===== config.mk =====
export PLATFORM = sky130hd
export DESIGN_NAME = input_conditioner
export DESIGN_NICKNAME = d
export VERILOG_FILES = /design/src/rtl/input_conditioner_pkg.sv /design/src/rtl/input_conditioner_debounce_bit.sv /design/src/rtl/input_conditioner.sv
export SDC_FILE = /design/constraint.sdc
export NUM_CORES = 1
export LEC_CHECK = 0
export CORE_MARGIN = 2
export CORE_UTILIZATION = 35
export DETAILED_ROUTE_END_ITERATION = 8
export GPL_TIMING_DRIVEN = 1
export PLACE_DENSITY = 0.51
export SYNTH_ARGS = -nofsm -noshare
export SYNTH_HDL_FRONTEND = slang
export SYNTH_SLANG_ARGS = --single-unit

===== constraint.sdc =====
create_clock -name clk -period 8.1 [get_ports clk]
set_clock_uncertainty 0.05 [all_clocks]
set_input_delay 1.62 -clock clk [delete_from_list [all_inputs] [get_ports clk]]
set_output_delay 1.62 -clock clk [all_outputs]
set_load 0.1 [all_outputs]

===== src/rtl/input_conditioner_pkg.sv =====
// tt_input_pkg: shared pin map and debounce defaults for the reaction-game input stage.
package tt_input_pkg;
    localparam int BTN_LSB = 4;
    localparam int BTN_MSB = 7;
    localparam int DSW_LSB = 0;
    localparam int DSW_MSB = 3;
    localparam int TICK_DIV_DEFAULT = 20_000;
    localparam int STABLE_TICKS_DEFAULT = 5;
    typedef logic [BTN_MSB-BTN_LSB:0] btn_t;
endpackage


===== src/rtl/input_conditioner_debounce_bit.sv =====
// debounce_bit: per-pin synchronizer, tick-based stability counter and edge pulses.
// Long-press counter is built only with INPUT_CONDITIONER_LONG_PRESS_EN defined.
module debounce_bit #(
    parameter int STABLE_TICKS = 5,
    parameter int LONG_TICKS = 1000
) (
    input  logic clk,
    input  logic reset,
    input  logic ena,
    input  logic tick,
    input  logic raw,
    output logic level,
    output logic rise,
    output logic fall,
    output logic hold
);
    localparam int SW = $clog2(STABLE_TICKS + 1);
    localparam logic [SW-1:0] S_LAST = SW'(STABLE_TICKS - 1);

    logic sync1, sync2;
    logic [SW-1:0] cnt;

    if (STABLE_TICKS < 1 || LONG_TICKS < 1) begin : g_bad_param
        $error("debounce_bit: STABLE_TICKS and LONG_TICKS must be >= 1");
    end

    always_ff @(posedge clk or posedge reset) begin
        if (reset) begin
            sync1 <= 1'b0;
            sync2 <= 1'b0;
        end else begin
            sync1 <= raw;
            sync2 <= sync1;
        end
    end

    // Any cycle where the input agrees with the accepted level restarts the window.
    always_ff @(posedge clk or posedge reset) begin
        if (reset) begin
            cnt   <= '0;
            level <= 1'b0;
            rise  <= 1'b0;
            fall  <= 1'b0;
        end else begin
            rise <= 1'b0;
            fall <= 1'b0;
            if (ena) begin
                if (sync2 == level) cnt <= '0;
                else if (tick) begin
                    if (cnt == S_LAST) begin
                        level <= sync2;
                        cnt   <= '0;
                        rise  <= sync2;
                        fall  <= !sync2;
                    end else cnt <= cnt + 1'b1;
                end
            end
        end
    end

`ifdef INPUT_CONDITIONER_LONG_PRESS_EN
    localparam int HW = $clog2(LONG_TICKS + 1);
    localparam logic [HW-1:0] H_MAX = HW'(LONG_TICKS);

    logic [HW-1:0] hcnt;

    // Saturating at H_MAX guarantees a single hold pulse per press.
    always_ff @(posedge clk or posedge reset) begin
        if (reset) begin
            hcnt <= '0;
            hold <= 1'b0;
        end else begin
            hold <= 1'b0;
            if (ena) begin
                if (!level) hcnt <= '0;
                else if (tick && hcnt != H_MAX) begin
                    hcnt <= hcnt + 1'b1;
                    hold <= (hcnt == H_MAX - 1'b1);
                end
            end
        end
    end
`else
    assign hold = 1'b0;
`endif
endmodule


===== src/rtl/input_conditioner.sv =====
// input_conditioner: debounces ui_in pins into levels and press/release pulses.
// Define INPUT_CONDITIONER_LONG_PRESS_EN to enable the per-bit long-press hold pulse.
module input_conditioner
    import tt_input_pkg::*;
#(
    parameter int WIDTH = 8,
    parameter int TICK_DIV = TICK_DIV_DEFAULT,
    parameter int STABLE_TICKS = STABLE_TICKS_DEFAULT,
    parameter int LONG_TICKS = 1000
) (
    input  logic             clk,
    input  logic             reset,
    input  logic             ena,
    input  logic [WIDTH-1:0] raw_in,
    output logic [WIDTH-1:0] level,
    output logic [WIDTH-1:0] rise,
    output logic [WIDTH-1:0] fall,
    output logic             any_rise,
    output logic             tick,
    output logic [WIDTH-1:0] hold
);
    localparam int PW = $clog2(TICK_DIV);
    localparam logic [PW-1:0] P_LAST = PW'(TICK_DIV - 1);

    logic [PW-1:0] pcnt;

    if (TICK_DIV < 2) begin : g_bad_div
        $error("input_conditioner: TICK_DIV must be >= 2");
    end

    always_ff @(posedge clk or posedge reset) begin
        if (reset) pcnt <= '0;
        else if (ena) pcnt <= (pcnt == P_LAST) ? '0 : pcnt + 1'b1;
    end

    // Gated by ena so a frozen prescaler never emits a tick.
    assign tick     = ena && (pcnt == P_LAST);
    assign any_rise = |rise;

    for (genvar i = 0; i < WIDTH; i++) begin : g_bit
        debounce_bit #(
            .STABLE_TICKS(STABLE_TICKS),
            .LONG_TICKS  (LONG_TICKS)
        ) u_db (
            .clk  (clk),
            .reset(reset),
            .ena  (ena),
            .tick (tick),
            .raw  (raw_in[i]),
            .level(level[i]),
            .rise (rise[i]),
            .fall (fall[i]),
            .hold (hold[i])
        );
    end
endmodule


# ---- Word level (Yosys, flattened, before mapping)
# Cells that the tools add are included.
dict set report totals {
  register_bits 79
  inputBits 11
  output_inout_bits 34
  wordCells 206
}
dict set report op_classes {
  n_addsub 9
  n_eq_ne 17
  mux 89
  n_bitwise 8
  reduce_logical 34
}
# op count
set op_table {}
lappend op_table {{two-way mux 3 bit} 24}
lappend op_table {{two-way mux 1 bit} 64}
lappend op_table {{AND reduction 4 bit} 8}
lappend op_table {{adder 3 x 1 -> 3 bit, second input constant} 8}
lappend op_table {{equality test 3 bit, second input constant} 8}
lappend op_table {{AND reduction 2 bit} 8}
lappend op_table {{nonzero test 2 bit} 8}
lappend op_table {{adder 15 x 1 -> 15 bit, second input constant} 1}
lappend op_table {{equality test 15 bit, second input constant} 1}
lappend op_table {{two-way mux 15 bit} 1}
lappend op_table {{equality test 1 bit} 8}
lappend op_table {{zero test 1 bit} 8}
lappend op_table {{NOT 1 bit} 8}
lappend op_table {{OR reduction 8 bit} 1}
lappend op_table {{logical AND 1 bit} 1}

# ---- Logic depth before layout (Yosys ltp)
# Gate-level depths: netlist of run 1.
dict set report logic_depth {
  word_depth 5
  ltp_mapped 8
}

# ---- Hierarchy
# Synthesis of run 1 repeated with hierarchy kept, for this count alone.
dict set report hier_totals {
  hier_cells 313
  area_unflattened_um2 3578.4
}
# mod n_inst cells_per_inst area_per_inst_um2 seq_area_each_um2
set by_module_without_submodules {}
lappend by_module_without_submodules {debounce_bit 8 30 352.8 200.2}
lappend by_module_without_submodules {input_conditioner 1 73 755.7 375.4}

# ---- Worst setup path after synthesis of run 1
# OpenSTA, ideal clock, no wires.
dict set report synth_path {
  path_kind {input to output}
  startpoint {in ena}
  endpoint {out tick}
  arrival_ns 2.779
  t_required_ns 6.430
  setup_slack_ns 3.651
  path_stages 5
  cell_sequence {nand3_2 nor2_1 nand3_1 clkbuf_1 inv_1}
}
dict set report synth_via {
  elab_chain_cells 1
}
# element line
set synth_rtl {}
lappend synth_rtl {{start, declared} input_conditioner.sv:13} ;# input logic ena,
lappend synth_rtl {{logical AND 1 bit} input_conditioner.sv:37} ;# assign tick = ena && (pcnt == P_LAST);
lappend synth_rtl {{end, declared} input_conditioner.sv:19} ;# output logic tick,
# Every way passes these cells.

# ---- Worst setup path in the final report of run 1
# Ends and elaborated chain as after synthesis.

==> results.toml, run 1 <==
[drt]
iteration_0_drc_markers = 149
topRoutingLayerUsed = "met4"
detail_route.wirelength.met1_um = 3560
total_via_count_in_the_routed_design = 2697
drt_first_pass_iters = 4
wl_um = 7610
routed_via_density = 5.00
route.met3.wl_um = 199
drt.antenna.violating_nets = 0
drt_drc_violations_left = 0
wl_met2_um = 3720
avgRoutedWirePerCell_um = 14.1

[sta]
setup_viol_count_final = 0
crit_share_post_route = 0.705
drv_slew = 0
worst_slew_margin_rel = 0.335
total_neg_setup_slack_ns = 0
worst_pin_slew_ns = 0.994
grt_setup_unrepaired = "no"
achievable-frequency_ghz = 0.175
timing.final.hold_violations = 0
final.min_clock_period_ns = 5.71

[clocking]
cts_max_path_buffers = 2
ctsResizeCount = 0
cts.sinks = 79
root_buffer_cell = "sky130_fd_sc_hd__clkbuf_16"
numCtsBuffers = 9
worst_setup_hold_path_clk_slew_ns = 0.06
post-cts-setup-buffer-count = 0
holdBufCountCts = 0
tritoncts = "built"
ctsHtreeMaxLevel = 3
latest_clock_arrival_within_the_worst_skew_pair_ns = 0.33

[synthesis]
mappedNetlistArea_um2 = 3950
synth_seq_cells = 79
synth-warning-count = 0
post_synth_inst_count = 380
yosysSeqAreaShare = 0.501
syn-mean-instance-area_um2 = 10.4
synthDistinctLibCells = 39

[pwr]
power_leakage_nw = 1.97
max-vdd-ir-drop_v = 0.0000901
power-per-cell-area_nw_per_um2 = 203
total_power_uw = 921

[placed_design]
finalWeightedCongestion = 0.736
dp_hpwl_um = 5060
placed_cells_incl_taps = 523
placement.io_buffers = 36

[outcome]
run_status = "complete, no violations"

[layout]
area_growth_syn_to_layout_pct = 14.7
final-instance-count-excl-fill = 539
design.final.nets = 422
drive_gt1_frac = 0.0777
n_antenna_cell = 0

[grt]
largest_net_degree_at_the_start_of_global_routing = 80
first_global_vias = 2740
gr-total-overflow = 0
grt_pass1_wl_um = 13100
globalRouteTotalUtil = 0.140
grt_antenna_before_repair = 0

[die]
die_width_um = 110
die-height_um = 110
floorplan.core_area_um2 = 10900
placement_rows = 38
number_of_top_level_design_ports = 45
design.die.area_um2 = 12100
floorplan.initialDensity = 0.361

[run]
cap_viol_max_count = 0

[setup_path]
kind_of_start_point_of_the_critical_path = "input pin"
arrival_ns = 4.04
r2r-end = "g_bit[3].u_db.cnt[1]$_DFFE_PP0P_"
r2r.worst_path.cells = 5
critPathRequiredTime_ns = 6.43
reg2reg_slack_ns = 5.35
cp-end-kind = "output port"
rr_startpoint = "pcnt[7]$_DFFE_PP0P_"
criticalPathCategory = "input pin to output port"
crit_path_max_fanout = 15

[hold_path]
min_delay_path_depth = 0
hold_class = "register to register"
hold_path_end = "g_bit[4].u_db.sync2$_DFF_PP0_"
launch_point_of_the_worst_hold_path = "g_bit[4].u_db.sync1$_DFF_PP0_"
==> metal layers <==
metal / global-route usage / vias to the layer above
li1: - / 1308
met1: 0.179 / 1346
met2: 0.234 / 32
met3: 0.0323 / 11
met4: 0.0509 / 0
met5: 0 / -
==> layout make-up <==
type                       instances  area [um^2]
clock inverter                     5         40.0
clock buffer                      11          253
multi-input combinational        230         1560
inverter                          33          125
tap                              140          175
sequential                        79         1980
timing repair buffer              41          398
fill                            1080         6410
==> power by group <==
group	internal [mW]	switching [mW]
Clock	0.226	0.167
Sequential	0.417	0.0237
Combinational	0.0313	0.0557
Total	0.675	0.246
==> cells in the mapped netlist <==
library cell	count	share of area
sky130_fd_sc_hd__buf_4	32	0.061
sky130_fd_sc_hd__nand3_1	5	0.0063
sky130_fd_sc_hd__o311ai_0	7	0.016
sky130_fd_sc_hd__o311ai_1	1	0.0022
sky130_fd_sc_hd__o21ai_0	2	0.0025
sky130_fd_sc_hd__nor4b_1	10	0.022
sky130_fd_sc_hd__a22oi_1	4	0.0076
sky130_fd_sc_hd__and3_1	2	0.0032
sky130_fd_sc_hd__nand3_2	1	0.0025
sky130_fd_sc_hd__clkbuf_1	7	0.0067
sky130_fd_sc_hd__xor2_1	6	0.013
sky130_fd_sc_hd__nor2_2	1	0.0016
sky130_fd_sc_hd__nand2_1	31	0.029
sky130_fd_sc_hd__o41ai_2	1	0.0041
sky130_fd_sc_hd__mux2_2	3	0.0086
sky130_fd_sc_hd__dfrtp_1	79	0.50
sky130_fd_sc_hd__nand4_1	4	0.0063
sky130_fd_sc_hd__buf_6	3	0.0086
sky130_fd_sc_hd__nand4bb_1	1	0.0029
sky130_fd_sc_hd__xnor2_1	16	0.035
sky130_fd_sc_hd__or2_2	2	0.0032
sky130_fd_sc_hd__a21oi_1	5	0.0063
sky130_fd_sc_hd__nor4_1	14	0.022
sky130_fd_sc_hd__o211ai_1	11	0.021
sky130_fd_sc_hd__mux2i_1	6	0.015
sky130_fd_sc_hd__o31ai_1	14	0.027
sky130_fd_sc_hd__nand3b_1	7	0.013
sky130_fd_sc_hd__o21ai_1	10	0.013
sky130_fd_sc_hd__nor3_1	8	0.010
sky130_fd_sc_hd__or2_1	2	0.0032
sky130_fd_sc_hd__buf_2	2	0.0025
sky130_fd_sc_hd__nand2b_1	3	0.0048
sky130_fd_sc_hd__conb_1	1	0.00095
sky130_fd_sc_hd__buf_1	1	0.00095
sky130_fd_sc_hd__ha_1	17	0.054
sky130_fd_sc_hd__o32a_1	2	0.0051
sky130_fd_sc_hd__inv_1	33	0.031
sky130_fd_sc_hd__nor2_1	25	0.024
sky130_fd_sc_hd__or3b_2	1	0.0022
==> state kept, by name (all words and copies together) (netlist names) <==
register	count
g_bit.u_db.cnt	24
pcnt	15
g_bit.u_db.fall	8
g_bit.u_db.level	8
g_bit.u_db.rise	8
g_bit.u_db.sync1	8
g_bit.u_db.sync2	8
==> through the flow <==
stage	hold slack [ns]	util	setup slack (ns)	cell area, um^2
finish	0.297	0.414	2.39	4530
floorplan	0.281	-	3.65	3970
CTS	0.297	0.414	2.38	4530
detailed placement	0.285	0.387	2.40	4230
global placement	0.283	0.387	2.44	4230
global route	0.307	0.414	2.26	4530
==> placed cells by master (no fill, tap or decap), drive strengths merged, types with 7 or more instances in the layout <==
cell type	Yosys	final
ha	17	17
dfrtp	79	79
conb	1	8
o211ai	11	11
xnor2	16	16
nor4	14	14
o31ai	14	14
nand2	31	31
o21ai	12	12
nor2	26	26
o311ai	8	8
nand3b	7	7
clkbuf	7	11
nor3	8	8
clkdlybuf4s50	0	36
inv	33	34
nor4b	10	10
==> critical path, cell delays in order <==
cell and delay, ns:
sky130_fd_sc_hd__clkdlybuf4s50_1 0.46, sky130_fd_sc_hd__buf_4 0.23, sky130_fd_sc_hd__nand3_2 0.23, sky130_fd_sc_hd__nor2_1 0.17
sky130_fd_sc_hd__nand3_1 0.13, sky130_fd_sc_hd__inv_1 0.08, sky130_fd_sc_hd__clkdlybuf4s50_1 1.12
==> kinds of logic after synthesis <==
group,after synthesis,share of synthesized area
XOR/XNOR,22,0.0488
other,1,0.000950
flip-flops,79,0.501
AO/OA/AOI/OAI,57,0.104
AND/OR/NAND/NOR,117,0.157
adder cells (fa/ha/maj),17,0.0539
buffers and inverters,78,0.111
multiplexers,9,0.0238
==> worst max-delay path by stage <==
stage | startpoint | slack [ns] | cells past startpoint | end
after detailed placement | ena | 2.40 | 7 | tick
after global placement | ena | 2.44 | 7 | tick
after floorplan | ena | 3.65 | 5 | tick
final | ena | 2.39 | 7 | tick
after global routing | ena | 2.26 | 7 | tick
after CTS | ena | 2.38 | 7 | tick
Note: power is estimated with default switching activity, not from simulation.
==> run 2: changes to the inputs <==
Settings changed: PLACE_DENSITY 0.51 to 0.53.
Clock period 8.1 ns to 4.8 ns, I/O delays scaled along.
==> run 2 against run 1 <==
Against the previous run: sequential power up 68%; sequential share of layout area is 0.072 points lower; register-to-register slack worse by 2.9 ns; sequential cell count did not move; largest cell class unchanged; first-iteration DRC count is 24% lower; total power increased by 70%.
==> results.toml, run 2 (synthesis gave the netlist of run 1 again) <==
[hold_path]
hold_class = "register to register"
launch_point_of_the_worst_hold_path = "g_bit[2].u_db.sync1$_DFF_PP0_"
min_delay_path_depth = 0

[grt]
grt_antenna_before_repair = 0
gr-total-overflow = 0
largest_net_degree_at_the_start_of_global_routing = 53
grt_pass1_wl_um = 12600
globalRouteTotalUtil = 0.136
first_global_vias = 2586

[sta]
timing.final.hold_violations = 0
worst_slew_margin_rel = 0.347
total_neg_setup_slack_ns = 0
crit_share_post_route = 0.689
grt_setup_unrepaired = "no"
worst_pin_slew_ns = 0.977
setup_viol_count_final = 0
final.min_clock_period_ns = 3.31
achievable-frequency_ghz = 0.302
drv_slew = 0

[placed_design]
dp_hpwl_um = 5030
placement.io_buffers = 36
finalWeightedCongestion = 0.760

[setup_path]
r2r.worst_path.cells = 5
longest_individual_stage_delay_on_the_worst_path_ns = 0.50
kind_of_start_point_of_the_critical_path = "input pin"
arrival_ns = 2.30
cp-end-kind = "output port"
criticalPathCategory = "input pin to output port"
crit_path_max_fanout = 9
cells_traversed_along_the_worst_timing_path = "clkdlybuf4s50_1, nand3_2, nor2_1, nand3_1, inv_1, buf_12"
critPathRequiredTime_ns = 3.79
critical_path.startpoint = "ena"
rr_startpoint = "pcnt[0]$_DFFE_PP0P_"
crit_path_top_delay_cell = "sky130_fd_sc_hd__clkdlybuf4s50_1"

[drt]
routed_via_density = 5.03
avgRoutedWirePerCell_um = 14.1
drt.antenna.violating_nets = 0
drt_first_pass_iters = 4
iteration_0_drc_markers = 113
drt_drc_violations_left = 0
total_via_count_in_the_routed_design = 2706
wl_um = 7570

[clocking]
cts_max_path_buffers = 2
post-cts-setup-buffer-count = 0
ctsHtreeMaxLevel = 3
latest_clock_arrival_within_the_worst_skew_pair_ns = 0.33
numCtsBuffers = 9
cts.sinks = 79
root_buffer_cell = "sky130_fd_sc_hd__clkbuf_16"
tritoncts = "built"
worst_setup_hold_path_clk_slew_ns = 0.06
ctsResizeCount = 0
holdBufCountCts = 0

[die]
die-height_um = 110
floorplan.initialDensity = 0.361
number_of_top_level_design_ports = 45
placement_rows = 38
design.die.area_um2 = 12100
die_width_um = 110
floorplan.core_area_um2 = 10900

[layout]
leading_cell_type_in_the_layout_fill_and_taps_excluded = "sky130_fd_sc_hd__dfrtp_1"
drive_gt1_frac = 0.0729
area_growth_syn_to_layout_pct = 14.9
n_antenna_cell = 0
leading_cell_types_in_the_layout_fill_and_taps_excluded = "sky130_fd_sc_hd__dfrtp_1, sky130_fd_sc_hd__clkdlybuf4s50_1, sky130_fd_sc_hd__inv_1"
top_register = "g_bit.u_db.cnt"
design.final.nets = 422
finalCoreUtilization = 0.415
largest_register_ffs = 24
biggestRegsByFlops = "g_bit.u_db.cnt (24), pcnt (15)"
filler_cell_count = 1057

[pwr]
power_leakage_nw = 1.99
power-per-cell-area_nw_per_um2 = 345
max-vdd-ir-drop_v = 0.000199

[outcome]
run_status = "complete, no violations"

[run]
cap_viol_max_count = 0
[run 2: changes by cell type in the layout (fill, tap and decap cells not counted), sizes merged]
cell,before,now
clkdlybuf4s50,36,35
clkinv,1,3
bufinv,0,1
buf,5,6
clkinvlp,3,0
clkbuf,11,12
inv,34,32
[run 2: where the power goes]
| group | leakage (nW) | internal [mW] | switching (mW) |
|---|---|---|---|
| registers | 1.05 | 0.704 | 0.0391 |
| logic | 0.790 | 0.0527 | 0.0960 |
| clock network | 0.143 | 0.414 | 0.257 |
| total | 1.99 | 1.17 | 0.393 |
[run 2: stage by stage]
step / setup slack (ns) / hold slack, ns / std cells / instance area [um^2] / power (mW)
global route: 1.36 / 0.304 / 538 / 4530 / 1.64
detailed placement: 1.50 / 0.286 / 523 / 4240 / 0.907
finish: 1.49 / 0.295 / 538 / 4530 / 1.56
global placement: 1.50 / 0.285 / 523 / 4240 / 0.903
CTS: 1.34 / 0.298 / 538 / 4530 / 1.59
floorplan: 1.67 / 0.281 / 387 / 3970 / 0.870
[run 2: per-layer routing]
layer,share of wire,global-route usage
met2,0.49,0.231
met5,0,0
met1,0.46,0.165
met3,0.038,0.0476
met4,0.0085,0.0348
[run 2: worst paths after layout]
path / end / slack, ns
setup / recovery: tick / 1.49
hold reg to reg: g_bit[2].u_db.sync2$_DFF_PP0_ / 0.30
setup reg to reg: g_bit[4].u_db.cnt[2]$_DFFE_PP0P_ / 2.44
max in group asynchronous: g_bit[2].u_db.sync2$_DFF_PP0_ / 2.74
hold / removal: g_bit[2].u_db.sync2$_DFF_PP0_ / 0.30
min in group asynchronous: g_bit[0].u_db.sync1$_DFF_PP0_ / 1.08
[run 2: area by class of cell]
| class | count | area [um^2] | area share |
|---|---|---|---|
| repair buffers | 41 | 408 | 0.0900 |
| multi-input cells | 230 | 1560 | 0.344 |
| flip-flops and latches | 79 | 1980 | 0.436 |
| inverters | 33 | 125 | 0.0276 |
| clock inverters | 3 | 43.8 | 0.00966 |
| well taps | 140 | 175 | 0.0386 |
| clock buffers | 12 | 246 | 0.0544 |
[run 2: worst max-delay path, delay by kind of cell]
family,cells,cell delay [ns]
and+or+nand+nor,3,0.51
buffers and inverters,3,0.82
==> run 3: changes to the inputs <==
Settings changed: PLACE_DENSITY 0.53 to 0.51.
Clock period 4.8 ns to 3.3 ns, I/O delays scaled along.
==> run 3 against run 2 <==
Against the previous run: wire length grew 0.42%; sequential share of layout area grew 0.17 points; clock-buffer cell count shrank 1; global-route usage grew 0.32 points; utilization shrank 0.16 points; first-iteration DRC count shrank 5.3%.
==> results.toml, run 3 (synthesis gave the netlist of run 1 again) <==
[outcome]
run_status = "complete, no violations"

[die]
die-height_um = 110
placement_rows = 38
design.die.area_um2 = 12100
number_of_top_level_design_ports = 45
floorplan.core_area_um2 = 10900
die_width_um = 110
floorplan.initialDensity = 0.361

[sta]
worst_slew_margin_rel = 0.518
total_neg_setup_slack_ns = 0
grt_setup_unrepaired = "no"
timing.final.hold_violations = 0
achievable-frequency_ghz = 0.380
drv_slew = 0
worst_pin_slew_ns = 0.722
setup_viol_count_final = 0
final.min_clock_period_ns = 2.63
crit_share_post_route = 0.797

[layout]
multi_input_area_um2 = 1560
area_growth_syn_to_layout_pct = 14.4
largest_register_ffs = 24
filler_cell_count = 1073
design.final.nets = 425
top_register = "g_bit.u_db.cnt"
register_area_um2 = 1980
drive_gt1_frac = 0.147
leading_cell_type_in_the_layout_fill_and_taps_excluded = "sky130_fd_sc_hd__dfrtp_1"
finalCoreUtilization = 0.413
n_antenna_cell = 0
biggestRegsByFlops = "g_bit.u_db.cnt (24), pcnt (15)"
fin_area_um2 = 4520
leading_cell_types_in_the_layout_fill_and_taps_excluded = "sky130_fd_sc_hd__dfrtp_1, sky130_fd_sc_hd__inv_1, sky130_fd_sc_hd__buf_4"

[pwr]
power-per-cell-area_nw_per_um2 = 510
power_leakage_nw = 2.05
max-vdd-ir-drop_v = 0.000367

[clocking]
cts.sinks = 79
holdBufCountCts = 0
worst_setup_hold_path_clk_slew_ns = 0.06
ctsResizeCount = 0
tritoncts = "built"
post-cts-setup-buffer-count = 0
cts_max_path_buffers = 2
latest_clock_arrival_within_the_worst_skew_pair_ns = 0.33
root_buffer_cell = "sky130_fd_sc_hd__clkbuf_16"
numCtsBuffers = 9
ctsHtreeMaxLevel = 3

[drt]
drt_drc_violations_left = 0
wl_um = 7600
avgRoutedWirePerCell_um = 14.0
iteration_0_drc_markers = 107
total_via_count_in_the_routed_design = 2712
routed_via_density = 5.00
drt.antenna.violating_nets = 0
drt_first_pass_iters = 4

[setup_path]
kind_of_start_point_of_the_critical_path = "input pin"
longest_individual_stage_delay_on_the_worst_path_ns = 0.50
cells_traversed_along_the_worst_timing_path = "clkdlybuf4s50_1, nand3_2, nor2_1, nand3_1, inv_1, buf_12"
critPathRequiredTime_ns = 2.59
crit_path_top_delay_cell = "sky130_fd_sc_hd__clkdlybuf4s50_1"
crit_path_max_fanout = 5
criticalPathCategory = "input pin to output port"
arrival_ns = 1.92
cp-end-kind = "output port"

[grt]
grt_antenna_before_repair = 0
grt_pass1_wl_um = 13000
globalRouteTotalUtil = 0.139
first_global_vias = 2791
gr-total-overflow = 0
largest_net_degree_at_the_start_of_global_routing = 35

[placed_design]
placement.io_buffers = 36
place_area_um2 = 4220
finalWeightedCongestion = 0.738
dp_hpwl_um = 5190

[hold_path]
hold_class = "register to register"

[run]
cap_viol_max_count = 0
[run 3: critical path: cells and delay by family]
| family | cells | cell delay (ns) |
|---|---|---|
| buffers and inverters | 3 | 0.82 |
| AND/OR/NAND/NOR | 3 | 0.43 |
[run 3: area by class of cell]
cell class	count	share of cell area
inverters	33	0.0277
flip-flops and latches	79	0.438
clock inverters	5	0.0127
clock buffers	11	0.0537
well taps	140	0.0388
multi-input cells	230	0.345
repair buffers	44	0.0842
[run 3: metal layers]
layer / up-vias / track usage / wire (um)
met5: - / 0 / 0
met4: 0 / 0.0652 / 201
met3: 14 / 0.0417 / 241
met2: 35 / 0.229 / 3660
met1: 1350 / 0.168 / 3490
li1: 1313 / - / -
[run 3: path summary, 6_finish.rpt]
kind                                                    start  cells past startpoint                               end  slack, ns
max in group asynchronous                               reset                      3  g_bit[5].u_db.cnt[1]$_DFFE_PP0P_       1.89
worst min register to register  g_bit[3].u_db.sync1$_DFF_PP0_                      0     g_bit[3].u_db.sync2$_DFF_PP0_       0.30
worst min-delay path            g_bit[3].u_db.sync1$_DFF_PP0_                      0     g_bit[3].u_db.sync2$_DFF_PP0_       0.30
worst max-delay path                                      ena                      6                              tick       0.67
min in group asynchronous                               reset                      2      g_bit[0].u_db.fall$_DFF_PP0_       0.65
worst max register to register            pcnt[0]$_DFFE_PP0P_                      5  g_bit[4].u_db.cnt[2]$_DFFE_PP0P_       1.11
[run 3: stage by stage]
step                      cells  hold slack, ns  worst slack [ns]  power (mW)
final                       542           0.296             0.669        2.30
after floorplan             387           0.281             0.567        1.27
after global routing        542           0.301             0.567        2.41
after global placement      526           0.282             0.580        1.32
after CTS                   542           0.299             0.643        2.34
after detailed placement    526           0.286             0.551        1.32
[run 3: where the power goes]
part,leakage (nW),switching [mW],internal (mW)
clock,0.138,0.394,0.605
combinational,0.859,0.140,0.0824
sequential,1.05,0.0561,1.02
